$ cat config.mk
export PLATFORM = sky130hd
export DESIGN_NAME = reg_file_mp
export DESIGN_NICKNAME = d
export VERILOG_FILES = /design/src/rtl/reg_file_mp.sv
export SDC_FILE = /design/constraint.sdc
export NUM_CORES = 2
export LEC_CHECK = 0
export CAP_MARGIN = 0
export CORE_MARGIN = 3
export CORE_UTILIZATION = 30
export CTS_CLUSTER_DIAMETER = 200
export DETAILED_ROUTE_END_ITERATION = 8
export PLACE_DENSITY = 0.47
export SLEW_MARGIN = 30
export SYNTH_ARGS = -nofsm -noshare
export SYNTH_HDL_FRONTEND = slang
export SYNTH_SLANG_ARGS = --single-unit
$ cat constraint.sdc
create_clock -name clk -period 10.25 [get_ports clk]
set_input_delay 1.5375 -clock clk [delete_from_list [all_inputs] [get_ports clk]]
set_output_delay 1.5375 -clock clk [all_outputs]
set_load 0.05 [all_outputs]
$ cat src/rtl/reg_file_mp.sv
// Multi-port register file: two write ports (port 1 wins on collision), NUM_RD combinational
// read ports with optional write->read bypass, optional hardwired-zero entry, sequential clear.
module reg_file_mp #(
    parameter int WIDTH    = 32,
    parameter int DEPTH    = 32,
    parameter int AW       = 5,
    parameter int NUM_RD   = 2,
    parameter int BYPASS   = 1,
    parameter int ZERO_REG = 1
) (
    input  logic                    clk,
    input  logic                    rst,
    input  logic                    clr_req,
    output logic                    busy,
    input  logic [NUM_RD*AW-1:0]    rd_addr,
    output logic [NUM_RD*WIDTH-1:0] rd_data,
    input  logic                    we0,
    input  logic [AW-1:0]           waddr0,
    input  logic [WIDTH-1:0]        wdata0,
    input  logic                    we1,
    input  logic [AW-1:0]           waddr1,
    input  logic [WIDTH-1:0]        wdata1
);

    if (AW != $clog2(DEPTH)) begin : g_bad_aw
        $error("reg_file_mp: AW must equal log2(DEPTH)");
    end
    if (NUM_RD < 1 || NUM_RD > 4) begin : g_bad_num_rd
        $error("reg_file_mp: NUM_RD must be in 1..4");
    end

    typedef enum logic {
        IDLE  = 1'b0,
        CLEAR = 1'b1
    } state_t;

    state_t           state, state_next;
    logic [AW-1:0]    clr_cnt, clr_cnt_next;
    logic             clear_wr, wr_en0, wr_en1;
    logic [WIDTH-1:0] mem [DEPTH];

    always_ff @(posedge clk) begin
        if (rst) begin
            state   <= CLEAR;
            clr_cnt <= '0;
        end else begin
            state   <= state_next;
            clr_cnt <= clr_cnt_next;
        end
    end

    always_comb begin
        state_next   = state;
        clr_cnt_next = clr_cnt;
        clear_wr     = 1'b0;
        wr_en0       = 1'b0;
        wr_en1       = 1'b0;
        case (state)
            IDLE: begin
                if (clr_req) begin
                    state_next   = CLEAR;
                    clr_cnt_next = '0;
                end else begin
                    wr_en0 = we0 && !(ZERO_REG != 0 && waddr0 == '0);
                    wr_en1 = we1 && !(ZERO_REG != 0 && waddr1 == '0);
                end
            end
            CLEAR: begin
                clear_wr     = 1'b1;
                clr_cnt_next = clr_cnt + 1'b1;
                if (clr_cnt == AW'(DEPTH - 1)) state_next = IDLE;
            end
            default: state_next = IDLE;
        endcase
    end

    assign busy = (state == CLEAR);

    // Array has no reset of its own; port 1 is written last so it wins a collision.
    always_ff @(posedge clk) begin
        if (!rst) begin
            if (clear_wr) begin
                mem[clr_cnt] <= '0;
            end else begin
                if (wr_en0) mem[waddr0] <= wdata0;
                if (wr_en1) mem[waddr1] <= wdata1;
            end
        end
    end

    for (genvar k = 0; k < NUM_RD; k++) begin : g_rd
        logic [AW-1:0]    addr;
        logic [WIDTH-1:0] lane;

        always_comb begin
            addr = rd_addr[k*AW +: AW];
            lane = mem[addr];
            if (BYPASS != 0 && we0 && waddr0 == addr) lane = wdata0;
            if (BYPASS != 0 && we1 && waddr1 == addr) lane = wdata1;
            if (state == CLEAR || (ZERO_REG != 0 && addr == '0)) lane = '0;
        end

        assign rd_data[k*WIDTH +: WIDTH] = lane;
    end

endmodule

==> results_dict.tcl <==
set metrics [dict create \
    grt_max_degree 109 \
    dp_cells 7133 \
    timing.hold.ws_ns 0.565 \
    synth_area_per_cell_sq_um 12.4 \
    layout.nets 4709 \
    setup.worst_path.class "in2out" \
    dieHeight_um 453 \
    routed-via-count 43200 \
    crit_path_end_kind "output port" \
    grt_pass1_vias 41400 \
    numCtsBuffers 119 \
    tightest_slew_ns 1.09 \
    area_delta_synth_final_pct 13.3 \
    finalSetupViolations 0 \
    vdd_drop_max_mv 0.163 \
    synth_fa_ha_area_share_pct 0.0417 \
    power_density_nw_per_um2 139 \
    fmax_ghz 0.135 \
    max_stage_delay_ns 0.93 \
    cts_resized 0 \
    synth-edff-count 1024 \
    syn_area_sq_um 60000 \
    grt_pass1_wl_mm 339 \
    power_switching_mw 2.29 \
    synth_seq_area_share_pct 51.4 \
    crit_path_frequent_cell "clkdlybuf4s50_1" \
    htreeDepth 3 \
    rsz0062_at_grt "false" \
    stdcell_count 7362 \
    clk_path_buf_depth 3 \
    yosys.area_share.xor_xnor_pct 0.292 \
    cp_max_fo 17 \
    hold_viol 0 \
    yosysWarnings 0 \
    path_cells "clkdlybuf4s50_1 -> xor2_1 -> nor4_2 -> and2_2 -> buf_4 -> a22oi_1 -> o221ai_1 -> clkdlybuf4s50_1" \
    synth_area_leaders "edfxtp_1 (51%), mux4_2 (24%), o21ai_0 (8.3%)" \
    ys_ff_latch 1030 \
    pwr-share-clk_pct 44.3 \
    required_ns 8.71 \
    yosysMostFrequentCell "nand2_1" \
    synth_top_cell_area_share_pct 51.2 \
    drc 0 \
    synthMuxAreaShare_pct 23.9 \
    viasPerCell 5.87 \
    cts_tree "done" \
    clock_skew_ns 0.0470 \
    insertion_delay_ns 0.79 \
    layout-drive-gt1-share_pct 23.2 \
    max_slew_margin_pct 27.3 \
    synth_compound_area_share_pct 10.8 \
    yosys.area.top_type "edfxtp_1" \
    rows 163 \
    routed_wl_mm 245 \
    chipWidth_um 453 \
    status "finished clean" \
    hold_depth 2 \
    critical_path.startpoint_type "input port" \
    track_usage_pct 23.5 \
    synth_top_family_by_area "multiplexers" \
    timing.final.crit_period_ns 7.43 \
    drt_first_pass_iters 6 \
    ys_async_sr_fraction_pct 0 \
    grt_antenna_before_repair 7 \
    core-area_sq_um 198000 \
    cts_hold_buf 0 \
    ys.flop_type "edfxtp_1" \
    worst_hold_path_type "reg2reg" \
    antenna_left 0 \
    syn_nets 4912 \
    clock_sinks 1030 \
    die_area_sq_um 205000 \
    netlist_top_cells_count "nand2_1 (1,046), edfxtp_1 (1,024), o21ai_0 (996)" \
    gp_congestion 0.787 \
    portBuffers 153 \
    fin_area_sq_um 68000 \
    crit_arrival_ns 5.89 \
    cts_root_buffer "clkbuf_16" \
    tns_ns 0 \
    maxCapViolations 0 \
    utilization_pct 34.3 \
    drv_slew 0 \
    p_int_mw 7.14 \
    hpwl_mm 132 \
    num_io_pins 154 \
    drt_iter0_drc 6147 \
    avgRoutedWirePerCell_um 33.2 \
    placed_area_sq_um 64100 \
    synthCells 4821 \
    combPwrFrac_pct 7.0 \
    fin_crit_sh_pct 72.5 \
    synth-simple-area-share_pct 8.27 \
    p_sw_share_pct 24.3 \
    seq_power_share_pct 48.7 \
    clk_pin_slew_ns 0.05 \
    netlist-cell-type-count 53 \
    cpMaxStageDelayCell "clkdlybuf4s50_1" \
    cts_setup_buffers 0 \
    worst-r2r-cell-count 6 \
    start_util_pct 30.3 \
    grt_overflow 0 \
    p_leak_nw 22.5 \
]
[layout make-up]
class                      instances  area, sq um
tap                             2640         3300
sequential                      1030        30900
clock buffer                     145         3080
fill                           19000       130000
clock inverter                    77          631
timing repair buffer             304         2970
inverter                          98          368
antenna                            3         7.51
multi-input combinational       3065        26800
[per-stage QoR]
step                      power [mW]  setup WS (ns)
final                           9.44           2.82
after global routing            9.68           2.82
after CTS                       9.50           2.66
after detailed placement        5.34           2.69
after global placement          5.34           2.70
after floorplan                 5.10           4.67
[layer usage]
metal | track usage, % | part of all wire [%] | vias to the layer above
met5 | 0 | 0 | -
met4 | 8.90 | 4.1 | 0
met3 | 3.74 | 9.1 | 446
met2 | 38.7 | 48 | 2458
met1 | 31.2 | 39 | 22300
li1 | - | - | 18100
[logic make-up after synthesis]
kind of cell    count (synthesis)
fa+ha+maj                       2
buf+inv                       726
xor+xnor                       20
mux                           643
simple gates                 1215
flops                        1030
compound gates               1185
[final timing paths]
| path | slack (ns) | end | start |
|---|---|---|---|
| hold reg to reg | 0.56 | clr_cnt[2] | clr_cnt[2] |
| hold / removal | 0.56 | clr_cnt[2] | clr_cnt[2] |
| setup / recovery | 2.82 | rd_data[14] | rd_addr[3] |
| setup reg to reg | 6.03 | mem[13][19] | busy |
[state kept, by name (all words and copies together) (netlist names)]
register  cells
busy          1
clr_cnt       5
mem        1024
[critical path, delay by kind of cell]
kind | cells | cell delay (ns)
buffers and inverters | 3 | 2.13
AOI/OAI and AO/OA | 2 | 0.49
and+or+nand+nor | 2 | 1.48
xor gates and xnor gates | 1 | 0.21
[layout by cell type, fill, tap and decap left out, types with 7 or more instances in the layout]
cell	synthesis	layout
edfxtp_1	1024	1024
nand2_1	1046	1012
o21ai_0	996	996
mux4_2	632	632
clkdlybuf4s50_1	0	141
clkbuf_16	0	119
buf_4	7	118
inv_1	98	98
nand4_1	64	64
o221ai_1	64	64
a22oi_1	63	63
nor2_4	0	34
nand2_2	0	34
o22ai_4	0	31
clkinv_1	0	31
clkinv_2	0	28
clkbuf_1	311	26
buf_6	9	21
nor2_1	28	17
xnor2_1	12	12
nand3_1	11	9
mux2_2	8	8
xor2_1	8	8
buf_12	0	8
bufinv_16	0	7
[power groups by stage]
stage	clock network [mW]	logic, mW	registers (mW)
floorplan	0	0.417	4.68
finish	4.19	0.659	4.59
global route	4.40	0.683	4.59
CTS	4.25	0.656	4.59
global placement	0	0.655	4.68
detailed placement	0	0.655	4.68
No activity file was read; power rests on OpenSTA's default activity.
